==> src/rtl/prog_loader_pkg.sv <==
// Shared types and constants for the program loader.
package prog_loader_pkg;

    localparam logic [7:0]  SYNC_BYTE_DEFAULT = 8'hA5;
    localparam int unsigned WR_CYCLES         = 3;

    // Frame-level states of the loader.
    typedef enum logic [3:0] {
        S_IDLE,
        S_ADDR_HI,
        S_ADDR_LO,
        S_LEN_HI,
        S_LEN_LO,
        S_DATA,
        S_WRITE,
        S_CHECK,
        S_DONE
    } state_e;

    // Write strobe sequencer states (setup / pulse / hold around one write).
    typedef enum logic [1:0] {
        WR_IDLE,
        WR_SETUP,
        WR_PULSE,
        WR_HOLD
    } wr_state_e;

endpackage

==> src/rtl/prog_loader_wrseq.sv <==
// Three-phase write strobe sequencer: setup (NWE=1), pulse (NWE=0), hold (NWE=1).
module prog_loader_wrseq
    import prog_loader_pkg::*;
(
    input  logic i_clk,
    input  logic i_reset,
    input  logic i_start,
    output logic o_busy,
    output logic o_finished_c,
    output logic o_nwe
);

    wr_state_e state_q, state_d;
    logic      nwe_q, nwe_d;
    logic      busy_q, busy_d;

    // State and registered strobe; reset forces the strobe inactive on the same edge.
    always_ff @(posedge i_clk) begin
        if (i_reset) begin
            state_q <= WR_IDLE;
            nwe_q   <= 1'b1;
            busy_q  <= 1'b0;
        end else begin
            state_q <= state_d;
            nwe_q   <= nwe_d;
            busy_q  <= busy_d;
        end
    end

    // Next-state sequencing; strobe and busy are decoded from the next state.
    always_comb begin
        state_d = state_q;
        case (state_q)
            WR_IDLE:  if (i_start) state_d = WR_SETUP;
            WR_SETUP: state_d = WR_PULSE;
            WR_PULSE: state_d = WR_HOLD;
            WR_HOLD:  state_d = WR_IDLE;
            default:  state_d = WR_IDLE;
        endcase
        nwe_d  = (state_d != WR_PULSE);
        busy_d = (state_d != WR_IDLE);
    end

    assign o_busy       = busy_q;
    assign o_nwe        = nwe_q;
    assign o_finished_c = (state_q == WR_HOLD);

endmodule

==> src/rtl/prog_loader.sv <==
// Framed byte-stream program loader; holds the CPU in reset while writing program memory.
// Optional trailing checksum byte and sticky error flag: define PROG_LOADER_CHECKSUM_EN.
module prog_loader
    import prog_loader_pkg::*;
#(
    parameter logic [7:0]  SYNC_BYTE = SYNC_BYTE_DEFAULT,
    parameter int unsigned ADDR_W    = 16
) (
    input  logic              i_clk,
    input  logic              i_reset,
    input  logic [7:0]        i_rxData,
    input  logic              i_rxValid,
    output logic              o_rxReady,
    output logic [ADDR_W-1:0] o_progAddr,
    output logic [7:0]        o_progData,
    output logic              o_progNWE,
    output logic              o_cpuHold,
    output logic              o_busy,
    output logic              o_done,
    output logic              o_error
);

`ifdef PROG_LOADER_CHECKSUM_EN
    localparam state_e S_TAIL = S_CHECK;
`else
    localparam state_e S_TAIL = S_DONE;
`endif

    state_e            state_q, state_d;
    logic [ADDR_W-1:0] addr_q, addr_d;
    logic [7:0]        data_q, data_d;
    logic [15:0]       len_q, len_d;
    logic              hold_q, hold_d;
    logic              busy_q, busy_d;
    logic              done_q, done_d;
    logic              rx_ready_q, rx_ready_d;
`ifdef PROG_LOADER_CHECKSUM_EN
    logic [7:0]        sum_q, sum_d;
    logic              error_q, error_d;
`endif

    logic accept_c;
    logic wr_start_c;
    logic wr_busy;
    logic wr_finished_c;

    // A byte moves only when offered and accepted; never while a write is in flight.
    assign accept_c = i_rxValid && rx_ready_q && !wr_busy;

    prog_loader_wrseq u_wrseq (
        .i_clk        (i_clk),
        .i_reset      (i_reset),
        .i_start      (wr_start_c),
        .o_busy       (wr_busy),
        .o_finished_c (wr_finished_c),
        .o_nwe        (o_progNWE)
    );

    // Frame state and registered outputs.
    always_ff @(posedge i_clk) begin
        if (i_reset) begin
            state_q    <= S_IDLE;
            addr_q     <= '0;
            data_q     <= '0;
            len_q      <= '0;
            hold_q     <= 1'b0;
            busy_q     <= 1'b0;
            done_q     <= 1'b0;
            rx_ready_q <= 1'b1;
`ifdef PROG_LOADER_CHECKSUM_EN
            sum_q      <= '0;
            error_q    <= 1'b0;
`endif
        end else begin
            state_q    <= state_d;
            addr_q     <= addr_d;
            data_q     <= data_d;
            len_q      <= len_d;
            hold_q     <= hold_d;
            busy_q     <= busy_d;
            done_q     <= done_d;
            rx_ready_q <= rx_ready_d;
`ifdef PROG_LOADER_CHECKSUM_EN
            sum_q      <= sum_d;
            error_q    <= error_d;
`endif
        end
    end

    // Frame parsing, write sequencing and output decode from the next state.
    always_comb begin
        state_d    = state_q;
        addr_d     = addr_q;
        data_d     = data_q;
        len_d      = len_q;
        hold_d     = hold_q;
        wr_start_c = 1'b0;
`ifdef PROG_LOADER_CHECKSUM_EN
        sum_d      = sum_q;
        error_d    = error_q;
`endif

        case (state_q)
            S_IDLE: begin
                if (accept_c && (i_rxData == SYNC_BYTE)) begin
                    state_d = S_ADDR_HI;
                    hold_d  = 1'b1;
`ifdef PROG_LOADER_CHECKSUM_EN
                    sum_d   = '0;
                    error_d = 1'b0;
`endif
                end
            end
            S_ADDR_HI: begin
                if (accept_c) begin
                    addr_d  = {i_rxData, addr_q[7:0]};
                    state_d = S_ADDR_LO;
                end
            end
            S_ADDR_LO: begin
                if (accept_c) begin
                    addr_d  = {addr_q[15:8], i_rxData};
                    state_d = S_LEN_HI;
                end
            end
            S_LEN_HI: begin
                if (accept_c) begin
                    len_d   = {i_rxData, len_q[7:0]};
                    state_d = S_LEN_LO;
                end
            end
            S_LEN_LO: begin
                if (accept_c) begin
                    len_d   = {len_q[15:8], i_rxData};
                    state_d = (len_d == 16'd0) ? S_TAIL : S_DATA;
                end
            end
            S_DATA: begin
                if (accept_c) begin
                    data_d     = i_rxData;
                    wr_start_c = 1'b1;
                    state_d    = S_WRITE;
                end
            end
            S_WRITE: begin
                if (wr_finished_c) begin
                    addr_d  = addr_q + ADDR_W'(1);
                    len_d   = len_q - 16'd1;
                    state_d = (len_q == 16'd1) ? S_TAIL : S_DATA;
                end
            end
`ifdef PROG_LOADER_CHECKSUM_EN
            S_CHECK: begin
                if (accept_c) begin
                    if (i_rxData == sum_q) begin
                        state_d = S_DONE;
                    end else begin
                        error_d = 1'b1;
                        state_d = S_IDLE;
                    end
                end
            end
`endif
            S_DONE:  state_d = S_IDLE;
            default: state_d = S_IDLE;
        endcase

`ifdef PROG_LOADER_CHECKSUM_EN
        // Running sum covers header and data bytes, not SYNC or the checksum itself.
        if (accept_c && (state_q inside {S_ADDR_HI, S_ADDR_LO, S_LEN_HI, S_LEN_LO, S_DATA})) begin
            sum_d = sum_q + i_rxData;
        end
`endif

        if (state_d == S_DONE) begin
            hold_d = 1'b0;
        end
        done_d     = (state_d == S_DONE);
        busy_d     = (state_d != S_IDLE);
        rx_ready_d = (state_d inside {S_IDLE, S_ADDR_HI, S_ADDR_LO, S_LEN_HI, S_LEN_LO,
                                      S_DATA, S_CHECK});
    end

    assign o_rxReady  = rx_ready_q;
    assign o_progAddr = addr_q;
    assign o_progData = data_q;
    assign o_cpuHold  = hold_q;
    assign o_busy     = busy_q;
    assign o_done     = done_q;
`ifdef PROG_LOADER_CHECKSUM_EN
    assign o_error    = error_q;
`else
    assign o_error    = 1'b0;
`endif

endmodule
==> config.mk <==
export PLATFORM = sky130hd
export DESIGN_NAME = prog_loader
export DESIGN_NICKNAME = d
export VERILOG_FILES = /design/src/rtl/prog_loader_pkg.sv /design/src/rtl/prog_loader_wrseq.sv /design/src/rtl/prog_loader.sv
export SDC_FILE = /design/constraint.sdc
export NUM_CORES = 1
export LEC_CHECK = 0
export CAP_MARGIN = 10
export CELL_PAD_IN_SITES_DETAIL_PLACEMENT = 2
export CELL_PAD_IN_SITES_GLOBAL_PLACEMENT = 2
export CORE_ASPECT_RATIO = 0.9
export CORE_MARGIN = 2
export CORE_UTILIZATION = 30
export CTS_BUF_LIST = sky130_fd_sc_hd__clkbuf_4 sky130_fd_sc_hd__clkbuf_8
export DETAILED_ROUTE_END_ITERATION = 10
export PLACE_DENSITY_LB_ADDON = 0.1
export SLEW_MARGIN = 30
export SYNTH_ARGS = -nofsm -noshare
export SYNTH_HDL_FRONTEND = slang
export SYNTH_SLANG_ARGS = --single-unit
==> constraint.sdc <==
create_clock -name i_clk -period 2.05 [get_ports i_clk]
set_clock_uncertainty 0.2 [all_clocks]
set_input_delay 0.3075 -clock i_clk [delete_from_list [all_inputs] [get_ports i_clk]]
set_output_delay 0.3075 -clock i_clk [all_outputs]
set_load 0.02 [all_outputs]
* Yosys cells after proc, flatten, opt, wreduce, memory -nomap -nowiden
Index checks and enable logic that the tools add are counted. Widths: inputs -> output; s select.
Storage, ports and cells: output and inout bits 30, word-level logic and storage cells 85, register bits after elaboration 52, bits of input ports 11
Operators by class: bitwise operators 4, reduce and logical (&&, ||, !) cells 22, add/subtract/negate cells 2, eq/ne operators 24, mux-type cells 20
Operator list (count):
- $pmux 16 s3 | 2
- $mux 16 | 3
- $mux 4 | 9
- $pmux 4 s7 | 1
- $eq 4x3->1 const B | 6
- $add 16x1->16 const B | 1
- $eq 16x1->1 const B | 1
- $eq 4x2->1 const B | 4
- $logic_not 16->1 | 1
- $reduce_and 4->1 | 4
- $sub 16x1->16 const B | 1
- $ne 2x2->1 const B | 5
- $reduce_bool 2->1 | 5
- $eq 4x1->1 const B | 2
- $eq 8x8->1 const B | 1
- $logic_not 4->1 | 2
- $mux 8 | 1
- $pmux 2 s4 | 1
- $reduce_bool 7->1 | 1
- $eq 2x2->1 const B | 2
- $eq 4x4->1 const B | 1
- $not 1->1 | 4
- $reduce_and 2->1 | 2
- $reduce_bool 4->1 | 1
- other kinds (8) | 11

* Depth between registers and ports, before layout
Gate-level depths: netlist of run 1.
depth after elaboration 7, depth in mapped cells 8, mapped depth without buffers 7

* Modules after synthesis
A second synthesis of run 1 with hierarchy kept.
Second synthesis, totals: cell total of the unflattened synthesis 385, area, all modules 3173.0 sq um
By module, submodules not included:
- prog_loader | area an instance 2992.9 sq um, instances 1, seq. area each 960.9 sq um, cells each 367
- prog_loader_wrseq | area an instance 180.2 sq um, instances 1, seq. area each 80.1 sq um, cells each 18

* Worst setup path after synthesis of run 1
No wires, ideal clock.
path kind register -> register, from register len_q[11], to register busy_q, in the netlist o_busy, stages on the path, launching flop included 5, data required time 1704 ps, arrival 1874 ps, clock period less this slack 2220 ps, setup time 146 ps, path slack -170 ps, path buffers 0, path through dfxtp_1 or4_4 or4_4 a311oi_2 a41oi_1
On the way: longest elaborated chain between the ends 5, elaborated cells on any way between the ends 8, classes of those cells eq/ne (1); mux (5); reduce/logical (2)
RTL lines:
- start, declared | RTL line prog_loader.sv:32 | logic [15:0] len_q, len_d;
- start signal, assigned | RTL line prog_loader.sv:78 | len_q <= len_d;
- $eq 16x1->1 / $logic_not 16->1 (equally long branches) | RTL line prog_loader.sv:149, prog_loader.sv:135
- $mux 4 (on tied branches) | RTL line prog_loader.sv:149, prog_loader.sv:135
- $mux 4 (on tied branches) | RTL line prog_loader.sv:146, prog_loader.sv:133
- $pmux 4 s7 (*) | RTL line prog_loader.sv:103 | case (state_q)
- $reduce_bool 4->1 (*) | RTL line prog_loader.sv:179 | busy_d = (state_d != S_IDLE);
- end signal, assigned | RTL line prog_loader.sv:80 | busy_q <= busy_d;
- end, declared | RTL line prog_loader.sv:34 | logic busy_q, busy_d;
Every way passes the cells marked *; elsewhere a longest branch is shown, timed or not. A chain may end at the register's enable or synchronous reset.

* Final worst setup path of run 1
from register len_q[5], to register busy_q, in the netlist o_busy
On the way: longest elaborated chain between the ends 5
RTL lines:
- $eq 16x1->1 | RTL line prog_loader.sv:149 | state_d = (len_q == 16'd1) ? S_TAIL : S_DATA;
- $mux 4 | RTL line prog_loader.sv:149
- $mux 4 | RTL line prog_loader.sv:146 | if (wr_finished_c) begin
- $pmux 4 s7 | RTL line prog_loader.sv:103
- $reduce_bool 4->1 | RTL line prog_loader.sv:179
No other way between the ends.

==> summary.txt, run 1 <==
final setup margin = -0.237 ns
Mapped Cells = 389
CP Launch Type = flip-flop
first-pass GRT wire length = 20.2 mm
nets@finish = 509
status = finished with violations
Tcrit/Tclk final = 1.12
dpl hpwl = 9.21 mm
Slew Viols, Final = 0
final hold violation count = 0
failing checks = setup timing
CP required = 2.03 ns
final wirelength = 12.7 mm
Reg power frac = 0.535
RSZ-0062 raised after global routing = true
GP Congestion = 0.856
fin area = 4410 um2
CORE AREA = 9700 um2
Achievable Freq = 437 MHz
Worst Path Max Fanout = 4
Post-Route Utilization = 0.454
most frequent cells in the layout = buf_4, nand2_1, dfxtp_1, clkdlybuf4s50_1, nor2_1
clock slew at reported path FFs = 0.11 ns
Root Buffer = clkbuf_8
gr ovfl total = 0
Power Internal = 1.43 mW
Post-Syn Nets = 407
vias in the first global route = 3697
Via density = 5.61
CP Class = reg2reg
Die Ht = 99.0 um
highest ir drop seen on vdd = 0.253 mV
Power Density = 448 nW/um2
CTS tree = yes
Seq/Total Area, Yosys = 0.346
total global-route track usage = 0.242
Sw Ratio = 0.277
diodes inserted = 0
number of core rows = 34
detailed-route via count = 3464
Starting Density = 0.310
initial antenna violation count = 0
Worst Setup End Kind = flip-flop
Die W = 110 um
Finish-stage setup viols = 7
Yosys reg bits = 52
ys flop type = dfxtp_1
HP Class = reg2reg
area growth from synthesis to layout = 46.6%
I/O pin count = 41
drt wl/cell = 20.6 um
EDFF count, synth = 0
Net Switching = 0.547 mW
Placed Instance Area = 4120 um2
clk sink count = 52
Leak Pwr = 1.61 nW
clock tree buffer depth = 2
DRC = 0
Pre-antenna DRT Iters = 6
max-cap violation count = 0
Num CTS Buffers = 5
Clk Latency, worst-skew pair = 0.32 ns
largest net degree at the start of global routing = 45
crit path time final = 2.29 ns
yosys warns = 0
most common cell after layout, fill and taps aside = buf_4
worst path arrival time = 2.27 ns
Mean Syn Cell Area = 7.73 um2
synthesized area = 3010 um2
DRT antenna net count = 0
hold_buf cts = 0
Post-synth ARST share = 0
H-tree Lvls = 2
post-synthesis cell type count = 56
port buffer count = 39
share of cells above drive strength 1 = 0.275
First DRT Iteration DRCs = 125
clock share of power = 0.326
Gate power share = 0.140
Die ar. = 10800 um2
[final timing paths]
path / slack, ns / to / cells after the start / startpoint
hold reg to reg: 0.27 / o_progData[2] / 2 / o_progData[2]
setup reg to reg: -0.24 / o_busy / 4 / len_q[5]
setup / recovery: -0.24 / o_busy / 4 / len_q[5]
hold / removal: 0.27 / o_progData[2] / 2 / o_progData[2]
[worst max-delay path: stages (launching register included)]
cell and delay, ns:
dfxtp_2 0.33, or4_4 0.55, or4_4 0.61, a311oi_4 0.29, a41oi_1 0.18
[state kept, by name, indices dropped and copies added, names as in the netlist]
register	count
o_rxReady	1
o_progData	8
o_done	1
len_q	16
u_wrseq.state_q	2
state_q	4
o_progAddr	16
u_wrseq.o_nwe	1
u_wrseq.o_busy	1
o_busy	1
o_cpuHold	1
[synthesized netlist by cell type, types with 10 or more instances]
master,n,area [um2]
a21oi_1,32,160
a22oi_1,11,82.6
clkbuf_1,22,82.6
dfxtp_1,52,1040
inv_1,10,37.5
nand2_1,43,161
nand3_1,13,65.1
nor2_1,39,146
nor3_1,17,85.1
o21ai_0,12,60.1
o21ai_1,16,80.1
[cell families (layout without fill, tap and decap cells)]
kind of cell,after synthesis,after routing,share of synthesized area
flops,52,52,0.346
other cells,1,1,0.00125
compound gates,121,121,0.270
xor+xnor,4,4,0.0117
buf+inv,37,139,0.0487
fa+ha+maj,7,7,0.0291
simple gates,167,167,0.293
[cell type report]
cell class / count / area, um2
timing repair buffer: 121 / 1060
tap: 126 / 158
clock buffer: 6 / 82.6
clock inverter: 1 / 8.76
fill: 1123 / 5290
inverter: 11 / 41.3
multi-input combinational: 300 / 2000
sequential: 52 / 1060
[power groups by stage]
stage	logic (mW)	clock network [mW]	registers (mW)
detailed placement	0.265	0	1.08
global route	0.306	0.715	1.06
global placement	0.256	0	1.07
floorplan	0.118	0	1.08
finish	0.276	0.643	1.06
CTS	0.271	0.671	1.05
[layer usage]
layer,part of all wire,track usage,vias to the layer above
met5,0,0,-
met4,0.011,0.0506,0
met3,0.031,0.0311,12
met2,0.48,0.409,56
met1,0.48,0.330,1739
li1,-,-,1657
[stage by stage]
step / worst slack (ns) / instances / hold WS (ns) / power (mW) / setup TNS, ns
after floorplan: -0.0724 / 389 / 0.248 / 1.20 / -0.141
after global placement: -0.560 / 606 / 0.244 / 1.33 / -5.52
after detailed placement: -0.657 / 606 / 0.253 / 1.34 / -8.18
after CTS: -0.242 / 614 / 0.269 / 2.00 / -1.12
after global routing: -0.276 / 617 / 0.274 / 2.08 / -2.17
final: -0.237 / 617 / 0.266 / 1.97 / -1.03
[repair_timing]
item | CTS | global route
gates resized for setup | 10 | 31
endpoints found under the setup margin | 15 | 44
pin swaps | 3 | 2
setup buffers | 1 | 3
No activity file was read; power rests on OpenSTA's default activity.
==> run 2: changes to the inputs <==
CORE_UTILIZATION = 31   (was 30)
CTS_CLUSTER_SIZE = 25   (was not set)
SYNTH_HIERARCHICAL = 1   (was not set)
==> run 2 against run 1 <==
The run still ends with setup timing left. Largest power group unchanged. Total power is 4.8% higher. Worst hold slack got worse by 0.25 ns. Design area up 3.2%. First-iteration DRC count is 1.6% higher. Clock power rose by 4.4%. Highest routed layer unchanged. Via count hardly changed. Routed wire length grew 3.7%. Non-clock buffer count shrank 2. Register-to-register slack improved by 0.11 ns. Critical endpoint is now state_q[0]. Critical path depth increased by 3. Largest cell class unchanged. Setup slack improved by 0.11 ns. Fmax increased by 5.2%.
==> summary.txt, run 2 <==
dpl hpwl = 9.49 mm
fin area = 4550 um2
Clk Latency, worst-skew pair = 0.34 ns
slowest stage delay, CP = 0.48 ns
highest ir drop seen on vdd = 0.308 mV
status = finished with violations
vias in the first global route = 3791
Via density = 5.60
most frequent cells in the layout = buf_4, nor2_1, dfxtp_1, nand2_1, clkdlybuf4s50_1
hold_buf cts = 0
Worst Hold Launch = i_reset
Leak Pwr = 1.63 nW
number of core rows = 35
Post-Synth Adder-Cell Area = 0.0276
Worst Setup End Kind = flip-flop
Die Ht = 100 um
Root Buffer = clkbuf_8
failing checks = setup timing
clock tree buffer depth = 2
ys flop type = dfxtp_1
Yosys top cell by area = dfxtp_1
EDFF count, synth = 0
initial antenna violation count = 0
total global-route track usage = 0.238
max-cap violation count = 0
drt wl/cell = 21.3 um
most common cell after layout, fill and taps aside = buf_4
Finish-stage setup viols = 4
nets@finish = 506
Synth Area in Compound Gates = 0.264
final wirelength = 13.2 mm
Post-Route Utilization = 0.449
first-pass GRT wire length = 20.8 mm
Mean Syn Cell Area = 8.24 um2
Post-synth ARST share = 0
Num CTS Buffers = 5
Achievable Freq = 460 MHz
clk sink count = 52
HP Class = in2reg
share of cells above drive strength 1 = 0.313
Worst Path Max Fanout = 3
port buffer count = 39
XOR/XNOR Fraction of Synth Area = 0.00276
Placed Instance Area = 4180 um2
RR Startpoint = len_q[1]
final hold violation count = 0
H-tree Lvls = 2
Seq/Total Area, Yosys = 0.328
CTS tree = yes
detailed-route via count = 3463
First DRT Iteration DRCs = 127
top post-synthesis cells by area = dfxtp_1, nor2_1, a21oi_1
yosys warns = 6
slowest CP cell = or4_4
DRC = 0
CORE AREA = 10100 um2
Endpoint, Worst Hold = state_q[1]
RSZ-0062 raised after global routing = true
Post-Syn Nets = 403
power consumption = 2.07 mW
CP Launch Type = input pin
top-count cell post-synth = dfxtp_1
worst path arrival time = 2.21 ns
gr ovfl total = 0
Commonest cells post-synth = dfxtp_1, nor2_1, nand2_1
CP Class = in2reg
synthesized area = 3170 um2
register area = 1060 um2
Simple-Gate Fraction of Synth Area = 0.288
Worst Hold Depth = 2
CP required = 2.09 ns
Reg-to-Reg End = state_q[0]
post-synthesis cell type count = 72
Power Density = 455 nW/um2
clock slew at reported path FFs = 0.12 ns
Tcrit/Tclk final = 1.06
DRT antenna net count = 0
Mapped Cells = 385
reg2reg setup slack = -0.12 ns
I/O pin count = 41
fill count = 1125
diodes inserted = 0
largest net degree at the start of global routing = 30
mux share of post-synthesis cell area = 0.0315
TNS Setup = -0.269 ns
Pre-antenna DRT Iters = 4
R2R cell count = 8
area growth from synthesis to layout = 43.3%
Die ar. = 11100 um2
Place WS = -0.571 ns
largest family of logic cells by synthesized area = simple AND/OR/NAND/NOR gates
Starting Density = 0.314
Die W = 111 um
Yosys reg bits = 52
final setup margin = -0.123 ns
footprint of the multi-input gates = 2150 um2
Slew Viols, Final = 0
Cell Chain, Critical Path = clkdlybuf4s50_1 -> or4_4 -> nor4_4 -> a21oi_2 -> a311oi_4 -> buf_4 -> nor2_2
Synth top area share = 0.328
GP Congestion = 0.823
crit path time final = 2.17 ns
## run 2: worst max-delay path by stage
stage          cells after the start               start  slack (ns)    endpoint
6_report                           7         i_rxData[6]       -0.12  state_q[0]
5_1_grt                            7         i_rxData[6]       -0.20  state_q[0]
4_1_cts                            6            len_q[0]       -0.12      o_busy
3_5_place_dp                       6         i_rxData[1]       -0.57      o_busy
3_3_place_gp                       6         i_rxData[1]       -0.42      o_busy
2_1_floorplan                      6  u_wrseq/state_q[0]       0.006      o_busy
## run 2: cell families (layout without fill, tap and decap cells)
kind of cell,Yosys count,count (layout)
AND/OR/NAND/NOR,157,157
multiplexers,10,10
XOR/XNOR,1,1
buffers and inverters,34,138
AO/OA/AOI/OAI,123,123
adder cells (fa/ha/maj),7,7
other,1,1
flip-flops,52,52
## run 2: area by class of cell
type / count / share of cell area
multi-input cells: 299 / 0.472
flip-flops and latches: 52 / 0.233
clock buffers: 5 / 0.0151
clock inverters: 3 / 0.00550
well taps: 129 / 0.0355
inverters: 11 / 0.00908
repair buffers: 119 / 0.230
## run 2: stage by stage
stage,hold WS (ns),cells
3_3_place_gp,0.270,605
4_1_cts,0.00429,615
5_1_grt,0.0150,618
2_1_floorplan,0.174,385
6_report,0.0134,618
3_5_place_dp,0.284,605
## run 2: metal layers
metal	global-route usage	wire length, um
met1	0.311	6030
met2	0.417	6450
met3	0.0356	494
met4	0.0606	189
met5	0	0
## run 2: critical path: cells and delay by family
family	cells	cell delay [ns]
AOI/OAI and AO/OA	2	0.44
buffers and inverters	2	0.61
and+or+nand+nor	3	0.85
## run 2: repair_timing
item	CTS	global route
pin swaps	6	19
setup buffers	2	3
gates resized for setup	22	41
setup endpoints to repair	21	25
## run 2: where the power goes
group | leakage (nW) | total [mW] | switching, mW | internal (mW)
clock network | 0.0452 | 0.671 | 0.420 | 0.251
registers | 0.424 | 1.06 | 0.0194 | 1.04
logic | 1.16 | 0.341 | 0.196 | 0.145
